==> src/rtl/mult_hazard_ctrl_pkg.sv <==
// Shared encodings for the multiply/hazard controller.
package mult_hazard_ctrl_pkg;

   localparam int unsigned FWD_W = 2;

   // EX operand mux select
   typedef enum logic [FWD_W-1:0] {
      FWD_RF  = 2'b00,
      FWD_MEM = 2'b01,
      FWD_WB  = 2'b10
   } fwd_sel_e;

   // Multiply sequencing states
   typedef enum logic [1:0] {
      IDLE = 2'b00,
      BUSY = 2'b01,
      DONE = 2'b10
   } state_e;

   // Down-counter width for a given multiply latency (at least one bit)
   function automatic int unsigned cnt_width(input int unsigned lat);
      return (lat < 2) ? 1 : $clog2(lat);
   endfunction

endpackage

==> src/rtl/mult_hazard_ctrl_if.sv <==
// Pipeline-side signals seen by the hazard controller.
interface mult_hazard_ctrl_if #(
   parameter int unsigned REG_ADDR_W = 5
);
   logic                  ex_valid;
   logic                  ex_is_mult;
   logic                  ex_mem_read;
   logic [REG_ADDR_W-1:0] ex_rd;
   logic [REG_ADDR_W-1:0] ex_rs1;
   logic [REG_ADDR_W-1:0] ex_rs2;
   logic [REG_ADDR_W-1:0] id_rs1;
   logic [REG_ADDR_W-1:0] id_rs2;
   logic [REG_ADDR_W-1:0] mem_rd;
   logic [REG_ADDR_W-1:0] wb_rd;
   logic                  mem_reg_write;
   logic                  wb_reg_write;
   logic [1:0]            fwd_sel_a;
   logic [1:0]            fwd_sel_b;
   logic                  stall;
   logic                  id_ex_flush;
   logic                  ex_mem_bubble;
   logic                  mult_start;
   logic                  mult_done;
   logic                  mult_busy;

   // Pipeline drives stage info, consumes control
   modport master (
      output ex_valid, ex_is_mult, ex_mem_read, ex_rd, ex_rs1, ex_rs2,
             id_rs1, id_rs2, mem_rd, wb_rd, mem_reg_write, wb_reg_write,
      input  fwd_sel_a, fwd_sel_b, stall, id_ex_flush, ex_mem_bubble,
             mult_start, mult_done, mult_busy
   );

   // Controller consumes stage info, drives control
   modport slave (
      input  ex_valid, ex_is_mult, ex_mem_read, ex_rd, ex_rs1, ex_rs2,
             id_rs1, id_rs2, mem_rd, wb_rd, mem_reg_write, wb_reg_write,
      output fwd_sel_a, fwd_sel_b, stall, id_ex_flush, ex_mem_bubble,
             mult_start, mult_done, mult_busy
   );
endinterface

==> src/rtl/mult_hazard_ctrl_forwarding_unit.sv <==
// Combinational EX operand forwarding; MEM beats WB, x0 never forwards.
module forwarding_unit
   import mult_hazard_ctrl_pkg::*;
#(
   parameter int unsigned REG_ADDR_W = 5
) (
   input  logic [REG_ADDR_W-1:0] ex_rs1,
   input  logic [REG_ADDR_W-1:0] ex_rs2,
   input  logic [REG_ADDR_W-1:0] mem_rd,
   input  logic [REG_ADDR_W-1:0] wb_rd,
   input  logic                  mem_reg_write,
   input  logic                  wb_reg_write,
   output fwd_sel_e              fwd_sel_a,
   output fwd_sel_e              fwd_sel_b
);

   logic mem_hit_a, mem_hit_b, wb_hit_a, wb_hit_b;

   // Match a source register against each later-stage writer
   always_comb begin
      mem_hit_a = mem_reg_write && (mem_rd != '0) && (mem_rd == ex_rs1);
      mem_hit_b = mem_reg_write && (mem_rd != '0) && (mem_rd == ex_rs2);
      wb_hit_a  = wb_reg_write  && (wb_rd  != '0) && (wb_rd  == ex_rs1);
      wb_hit_b  = wb_reg_write  && (wb_rd  != '0) && (wb_rd  == ex_rs2);
   end

   // Priority select: youngest producer wins
   always_comb begin
      fwd_sel_a = FWD_RF;
      fwd_sel_b = FWD_RF;
      if (mem_hit_a)     fwd_sel_a = FWD_MEM;
      else if (wb_hit_a) fwd_sel_a = FWD_WB;
      if (mem_hit_b)     fwd_sel_b = FWD_MEM;
      else if (wb_hit_b) fwd_sel_b = FWD_WB;
   end

endmodule

==> src/rtl/mult_hazard_ctrl.sv <==
// Multi-cycle multiply sequencing, load-use stall and forwarding control.
module mult_hazard_ctrl
   import mult_hazard_ctrl_pkg::*;
#(
   parameter int unsigned REG_ADDR_W   = 5,
   parameter int unsigned MULT_LATENCY = 4
) (
   input logic               clk,
   input logic               arst_n,
   mult_hazard_ctrl_if.slave bus
);

   localparam int unsigned CNT_W    = cnt_width(MULT_LATENCY);
   // BUSY lasts MULT_LATENCY-2 cycles; counter runs from that minus one down to 0
   localparam int unsigned CNT_LOAD = (MULT_LATENCY > 3) ? (MULT_LATENCY - 3) : 0;

   state_e         state;
   logic [CNT_W-1:0] cnt;
   logic           mult_go;
   logic           load_use;
   fwd_sel_e       fsel_a, fsel_b;

   forwarding_unit #(
      .REG_ADDR_W (REG_ADDR_W)
   ) u_fwd (
      .ex_rs1        (bus.ex_rs1),
      .ex_rs2        (bus.ex_rs2),
      .mem_rd        (bus.mem_rd),
      .wb_rd         (bus.wb_rd),
      .mem_reg_write (bus.mem_reg_write),
      .wb_reg_write  (bus.wb_reg_write),
      .fwd_sel_a     (fsel_a),
      .fwd_sel_b     (fsel_b)
   );

   assign bus.fwd_sel_a = 2'(fsel_a);
   assign bus.fwd_sel_b = 2'(fsel_b);

   // Hazard requests from the EX instruction; multiply overrides load
   always_comb begin
      mult_go  = bus.ex_valid && bus.ex_is_mult;
      load_use = bus.ex_valid && !bus.ex_is_mult && bus.ex_mem_read &&
                 (bus.ex_rd != '0) &&
                 ((bus.ex_rd == bus.id_rs1) || (bus.ex_rd == bus.id_rs2));
   end

   // State and latency counter
   always_ff @(posedge clk or negedge arst_n) begin
      if (!arst_n) begin
         state <= IDLE;
         cnt   <= '0;
      end else begin
         case (state)
            IDLE: begin
               if (mult_go) begin
                  if (MULT_LATENCY > 2) begin
                     state <= BUSY;
                     cnt   <= CNT_W'(CNT_LOAD);
                  end else begin
                     state <= DONE;
                  end
               end
            end
            BUSY: begin
               if (cnt == '0) state <= DONE;
               else           cnt   <= cnt - CNT_W'(1);
            end
            DONE:    state <= IDLE;
            default: state <= IDLE;
         endcase
      end
   end

   // Control outputs; same-cycle response in IDLE, all held low in reset
   always_comb begin
      bus.stall         = 1'b0;
      bus.id_ex_flush   = 1'b0;
      bus.ex_mem_bubble = 1'b0;
      bus.mult_start    = 1'b0;
      bus.mult_done     = 1'b0;
      bus.mult_busy     = 1'b0;
      if (arst_n) begin
         case (state)
            IDLE: begin
               if (mult_go) begin
                  bus.mult_start    = 1'b1;
                  bus.stall         = 1'b1;
                  bus.ex_mem_bubble = 1'b1;
               end else if (load_use) begin
                  bus.stall         = 1'b1;
                  bus.id_ex_flush   = 1'b1;
               end
            end
            BUSY: begin
               bus.stall         = 1'b1;
               bus.ex_mem_bubble = 1'b1;
               bus.mult_busy     = 1'b1;
            end
            DONE: begin
               bus.mult_done     = 1'b1;
               bus.mult_busy     = 1'b1;
            end
            default: ;
         endcase
      end
   end

endmodule

==> src/flat_wrapper.sv <==
// flat-port wrapper written by rule: the top's interface ports become plain ports
module mult_hazard_ctrl_flat import mult_hazard_ctrl_pkg::*;
#(
   parameter int unsigned REG_ADDR_W   = 5,
   parameter int unsigned MULT_LATENCY = 4
)
  (clk, arst_n, bus_ex_valid, bus_ex_is_mult, bus_ex_mem_read, bus_ex_rd, bus_ex_rs1, bus_ex_rs2, bus_id_rs1, bus_id_rs2, bus_mem_rd, bus_wb_rd, bus_mem_reg_write, bus_wb_reg_write, bus_fwd_sel_a, bus_fwd_sel_b, bus_stall, bus_id_ex_flush, bus_ex_mem_bubble, bus_mult_start, bus_mult_done, bus_mult_busy);
  mult_hazard_ctrl_if #(.REG_ADDR_W(REG_ADDR_W)) bus_i ();
  input logic clk;
  input logic arst_n;
  input wire logic [$bits(bus_i.ex_valid)-1:0] bus_ex_valid;
  input wire logic [$bits(bus_i.ex_is_mult)-1:0] bus_ex_is_mult;
  input wire logic [$bits(bus_i.ex_mem_read)-1:0] bus_ex_mem_read;
  input wire logic [$bits(bus_i.ex_rd)-1:0] bus_ex_rd;
  input wire logic [$bits(bus_i.ex_rs1)-1:0] bus_ex_rs1;
  input wire logic [$bits(bus_i.ex_rs2)-1:0] bus_ex_rs2;
  input wire logic [$bits(bus_i.id_rs1)-1:0] bus_id_rs1;
  input wire logic [$bits(bus_i.id_rs2)-1:0] bus_id_rs2;
  input wire logic [$bits(bus_i.mem_rd)-1:0] bus_mem_rd;
  input wire logic [$bits(bus_i.wb_rd)-1:0] bus_wb_rd;
  input wire logic [$bits(bus_i.mem_reg_write)-1:0] bus_mem_reg_write;
  input wire logic [$bits(bus_i.wb_reg_write)-1:0] bus_wb_reg_write;
  output wire logic [$bits(bus_i.fwd_sel_a)-1:0] bus_fwd_sel_a;
  output wire logic [$bits(bus_i.fwd_sel_b)-1:0] bus_fwd_sel_b;
  output wire logic [$bits(bus_i.stall)-1:0] bus_stall;
  output wire logic [$bits(bus_i.id_ex_flush)-1:0] bus_id_ex_flush;
  output wire logic [$bits(bus_i.ex_mem_bubble)-1:0] bus_ex_mem_bubble;
  output wire logic [$bits(bus_i.mult_start)-1:0] bus_mult_start;
  output wire logic [$bits(bus_i.mult_done)-1:0] bus_mult_done;
  output wire logic [$bits(bus_i.mult_busy)-1:0] bus_mult_busy;
  assign bus_i.ex_valid = bus_ex_valid;
  assign bus_i.ex_is_mult = bus_ex_is_mult;
  assign bus_i.ex_mem_read = bus_ex_mem_read;
  assign bus_i.ex_rd = bus_ex_rd;
  assign bus_i.ex_rs1 = bus_ex_rs1;
  assign bus_i.ex_rs2 = bus_ex_rs2;
  assign bus_i.id_rs1 = bus_id_rs1;
  assign bus_i.id_rs2 = bus_id_rs2;
  assign bus_i.mem_rd = bus_mem_rd;
  assign bus_i.wb_rd = bus_wb_rd;
  assign bus_i.mem_reg_write = bus_mem_reg_write;
  assign bus_i.wb_reg_write = bus_wb_reg_write;
  assign bus_fwd_sel_a = bus_i.fwd_sel_a;
  assign bus_fwd_sel_b = bus_i.fwd_sel_b;
  assign bus_stall = bus_i.stall;
  assign bus_id_ex_flush = bus_i.id_ex_flush;
  assign bus_ex_mem_bubble = bus_i.ex_mem_bubble;
  assign bus_mult_start = bus_i.mult_start;
  assign bus_mult_done = bus_i.mult_done;
  assign bus_mult_busy = bus_i.mult_busy;
  mult_hazard_ctrl #(.REG_ADDR_W(REG_ADDR_W), .MULT_LATENCY(MULT_LATENCY)) u_core (.clk(clk), .arst_n(arst_n), .bus(bus_i));
endmodule
==> config.mk <==
export PLATFORM = sky130hd
export DESIGN_NAME = mult_hazard_ctrl_flat
export DESIGN_NICKNAME = d
export VERILOG_FILES = /design/src/rtl/mult_hazard_ctrl_pkg.sv /design/src/rtl/mult_hazard_ctrl_if.sv /design/src/rtl/mult_hazard_ctrl_forwarding_unit.sv /design/src/rtl/mult_hazard_ctrl.sv /design/src/flat_wrapper.sv
export SDC_FILE = /design/constraint.sdc
export NUM_CORES = 1
export LEC_CHECK = 0
export CELL_PAD_IN_SITES_DETAIL_PLACEMENT = 0
export CELL_PAD_IN_SITES_GLOBAL_PLACEMENT = 1
export CORE_MARGIN = 4
export CORE_UTILIZATION = 23
export DETAILED_ROUTE_END_ITERATION = 10
export PLACE_DENSITY_LB_ADDON = 0.1
export SKIP_CTS_REPAIR_TIMING = 1
export SLEW_MARGIN = 20
export SYNTH_ARGS = -nofsm -noshare
export SYNTH_HDL_FRONTEND = slang
export SYNTH_SLANG_ARGS = --single-unit
==> constraint.sdc <==
create_clock -name clk -period 2.2 [get_ports clk]
set_clock_uncertainty 0.15 [all_clocks]
set_input_delay 0.44 -clock clk [delete_from_list [all_inputs] [get_ports clk]]
set_output_delay 0.44 -clock clk [all_outputs]
set_load 0.02 [all_outputs]
==> tab_implementation.tex, run 1 <==
\begin{tabular}{lr}
\hline
Metric & Value \\
\hline
\multicolumn{2}{l}{\textbf{Worst hold path}} \\
\quad Min-delay worst type & in -> async \\
\multicolumn{2}{l}{\textbf{Power}} \\
\quad Pleak & 1.03 nW \\
\quad Pwr dens & 507 nW/µm² \\
\quad Power consumption & around 840 µW \\
\quad Max rail drop VDD & 0.000549 V \\
\multicolumn{2}{l}{\textbf{Routing}} \\
\quad Total iterations of the first detailed-routing run & 2 \\
\quad Number of remaining DRC errors & 0 \\
\quad Final routed wirelength across all metal layers & about 2600 µm \\
\quad Total number of vias & 903 \\
\quad Routed length per instance & roughly 13 µm \\
\quad Via count normalized by instance count & approximately 4.6 \\
\quad Violation count after the first detailed-routing iteration & 11 \\
\quad Routed Antenna Nets & 0 \\
\multicolumn{2}{l}{\textbf{STA}} \\
\quad Period utilisation layout & 111\% \\
\quad Crit path setup slack, layout & -245 ps \\
\quad Final number of max-transition violations & 0 \\
\quad Final hold violations & 0 \\
\quad Upper clock frequency limit & 0.409 GHz \\
\quad Post-Route Hold Slack & 65.8 ps \\
\quad Worst slew margin relative to its limit & a little over two thirds \\
\quad \# setup viols final & 2 \\
\quad RSZ-0062 raised after global routing & yes \\
\quad Shortest clock period the worst path allows after layout & around 2400 ps \\
\quad Slew at the pin with the worst max-slew slack & between 400 and 500 ps \\
\multicolumn{2}{l}{\textbf{Floorplan}} \\
\quad Cell Rows & 19 \\
\quad Die Ht & 63.8 µm \\
\quad Die outline area & between 4000 and 5000 µm² \\
\quad Initial core utilization & about a quarter \\
\quad Die extent in x & $\sim$64 µm \\
\quad Core area & approximately 2900 µm² \\
\quad I/O Pins & 52 \\
\multicolumn{2}{l}{\textbf{Outcome}} \\
\quad Violations in the final reports & negative setup slack \\
\quad Outcome & finished with violations \\
\multicolumn{2}{l}{\textbf{Clock tree}} \\
\quad CTS H-Tree Depth & 1 \\
\quad CTS tree & built \\
\quad Source-to-sink clock delay at the later pin of the worst-skew pair & roughly 230 ps \\
\quad Number of CTS-inserted buffers & 3 \\
\quad Clock-pin slew on the worst setup and hold paths & approximately 40 ps \\
\quad Num Clock Sinks & 4 \\
\quad Largest buffer count on any clock path & 2 \\
\quad CTS Root Buffer Type & sky130\_fd\_sc\_hd\_\_clkbuf\_4 \\
\multicolumn{2}{l}{\textbf{Synth}} \\
\quad Count of flip-flops with a built-in enable after synthesis & 0 \\
\quad Seq cells post-synth & 4 \\
\quad Dominant register cell in the synthesized netlist & sky130\_fd\_sc\_hd\_\_dfrtp\_1 \\
\quad Seq/Total Area, Yosys & 14.0\% \\
\quad Netlist cell types & 28 \\
\quad Mean cell area of the mapped netlist & just over 8 µm² \\
\quad Post-synth design cell area & between 700 and 800 µm² \\
\quad Area share of the largest cell type after synthesis & between 20\% and 30\% \\
\quad Leading post-synthesis cells by instance count & sky130\_fd\_sc\_hd\_\_xor2\_1, sky130\_fd\_sc\_hd\_\_nor2\_1, sky130\_fd\_sc\_hd\_\_xnor2\_1 \\
\quad Share of synthesized flip-flops with an asynchronous set or reset & 100\% \\
\quad Number of cells produced by synthesis & between 80 and 90 \\
\quad Count of yosys warnings during synthesis & 0 \\
\quad Most numerous cell in the Yosys netlist & sky130\_fd\_sc\_hd\_\_xor2\_1 \\
\quad Top post-synthesis cells by area & sky130\_fd\_sc\_hd\_\_xor2\_1, sky130\_fd\_sc\_hd\_\_dfrtp\_1, sky130\_fd\_sc\_hd\_\_xnor2\_1, sky130\_fd\_sc\_hd\_\_ha\_1, sky130\_fd\_sc\_hd\_\_or4\_1 \\
\quad Synthesized netlist net count & roughly 130 \\
\quad Library cell with the largest summed area after synthesis & sky130\_fd\_sc\_hd\_\_xor2\_1 \\
\multicolumn{2}{l}{\textbf{Setup path}} \\
\quad Endpoint type of the worst setup path & primary output \\
\quad WS Path Type & in -> out \\
\quad Required time of the critical path & between 1500 and 2000 ps \\
\quad Depth of the worst register-to-register path & 7 \\
\quad Largest fanout of any net on the critical path & 2 \\
\quad Startpoint class of the critical path & primary input \\
\quad Crit path arrival time & $\sim$1900 ps \\
\multicolumn{2}{l}{\textbf{Placement}} \\
\quad Dpl hpwl & between 2000 and 2500 µm \\
\quad Final estimated routing congestion in global placement & about 0.91 \\
\quad IO buf count & between 50 and 60 \\
\multicolumn{2}{l}{\textbf{Final layout}} \\
\quad \# fillers & around 260 \\
\quad Count of nets after finishing & 213 \\
\quad Post-synthesis to final-layout area growth & 130\% \\
\quad Utilization after layout & 57.8\% \\
\quad Fraction of layout cells with a size suffix above 1 & between 30\% and 40\% \\
\multicolumn{2}{l}{\textbf{Global routing}} \\
\quad Global-route wire length before repair & 4030 µm \\
\quad GRT Util Overall & around an eighth \\
\quad Pin count of the biggest net entering global routing & 7 \\
\quad Initial antenna violation count & 0 \\
\quad Total global routing overflow & 0 \\
\quad Number of global-route vias before repair & 930 \\
\multicolumn{2}{l}{\textbf{Job}} \\
\quad Max-cap violations & 0 \\
\hline
\end{tabular}
cells in the final DEF, fill, tap and decap left out, drive strengths merged, types with 2 or more instances in the layout:
cell type and n:
buf 33, xnor2 6, clkdlybuf4s50 2, and2 2, ha 4, a22oi 2
a21oi 2, xor2 24, dlymetal6s2s 38, clkbuf 6, nor4 5, nor3 3
nand3 2, dfrtp 4, or4 5, inv 5, nor2 6, nand2 4
o21ai 4
kinds of logic (layout without fill, tap and decap cells):
| logic type | count (synthesis) | count (layout) | synth area share (%) |
|---|---|---|---|
| compound gates | 14 | 14 | 13.5 |
| xor+xnor | 30 | 30 | 36.7 |
| fa+ha+maj | 4 | 4 | 6.99 |
| buf+inv | 7 | 84 | 4.72 |
| flops | 4 | 4 | 14.0 |
| other cells | 0 | 1 | 0 |
| simple gates | 29 | 29 | 24.1 |
state kept, by name, summed over array words and instances, names as in the netlist:
| register | cells |
|---|---|
| u_core.cnt | 2 |
| u_core.state | 2 |
routing by layer:
layer,wire [µm],vias to the layer above,GRT usage [%]
li1,-,461,-
met4,44,0,6.20
met5,0,-,0
met1,1070,418,14.0
met3,88,4,2.80
met2,1440,20,20.6
report_power, final:
part	total, mW	internal, mW	switching [mW]
clock network	0.0885	0.0608	0.0277
logic	0.629	0.334	0.295
registers	0.118	0.103	0.0152
through the flow:
| step | instances | instance area [µm²] | TNS [ps] | worst slack (ps) |
|---|---|---|---|---|
| 6_report | 197 | 1650 | -483 | -245 |
| 5_1_grt | 196 | 1650 | -607 | -302 |
| 4_1_cts | 193 | 1460 | -6860 | -1060 |
| 3_5_place_dp | 190 | 1440 | -6840 | -1060 |
| 3_3_place_gp | 190 | 1440 | -6800 | -1040 |
| 2_1_floorplan | 88 | 741 | 0 | 11.4 |
worst paths after layout:
kind / from / to / slack, ps
max: bus_mem_rd[3] / bus_fwd_sel_a[1] / -240
min: arst_n / u_core.state[0]$_DFFE_PN0P_ / 70
max reg2reg: u_core.state[1]$_DFFE_PN0P_ / u_core.cnt[0]$_DFFE_PN0P_ / 450
min reg2reg: u_core.cnt[1]$_DFFE_PN0P_ / u_core.cnt[1]$_DFFE_PN0P_ / 390
max in group asynchronous: arst_n / u_core.cnt[0]$_DFFE_PN0P_ / 1720
min in group clk: u_core.cnt[1]$_DFFE_PN0P_ / u_core.cnt[1]$_DFFE_PN0P_ / 390
cell type report:
type                            count  area [µm²]  area share (%)
Antenna cell                        1        2.50           0.152
Clock buffer                        3        22.5            1.37
Inverter                            5        18.8            1.14
Multi-Input combinational cell     77         692            42.0
Sequential cell                     4         100            6.07
Tap cell                           31        38.8            2.35
Timing Repair Buffer               76         773            46.9
worst max-delay path: stages:
cell and delay (ps):
sky130_fd_sc_hd__buf_6 90, sky130_fd_sc_hd__or4_4 540, sky130_fd_sc_hd__o21ai_4 180, sky130_fd_sc_hd__buf_6 120, sky130_fd_sc_hd__nor4_4 40, sky130_fd_sc_hd__nor4_4 270, sky130_fd_sc_hd__buf_4 180
(Power assumes the default switching activity.)
==> run 2: changes to the inputs <==
CAP_MARGIN = 10   (was default)
==> results of run 2 <==
Final layout, timing and power as in run 1 (identical DEF).
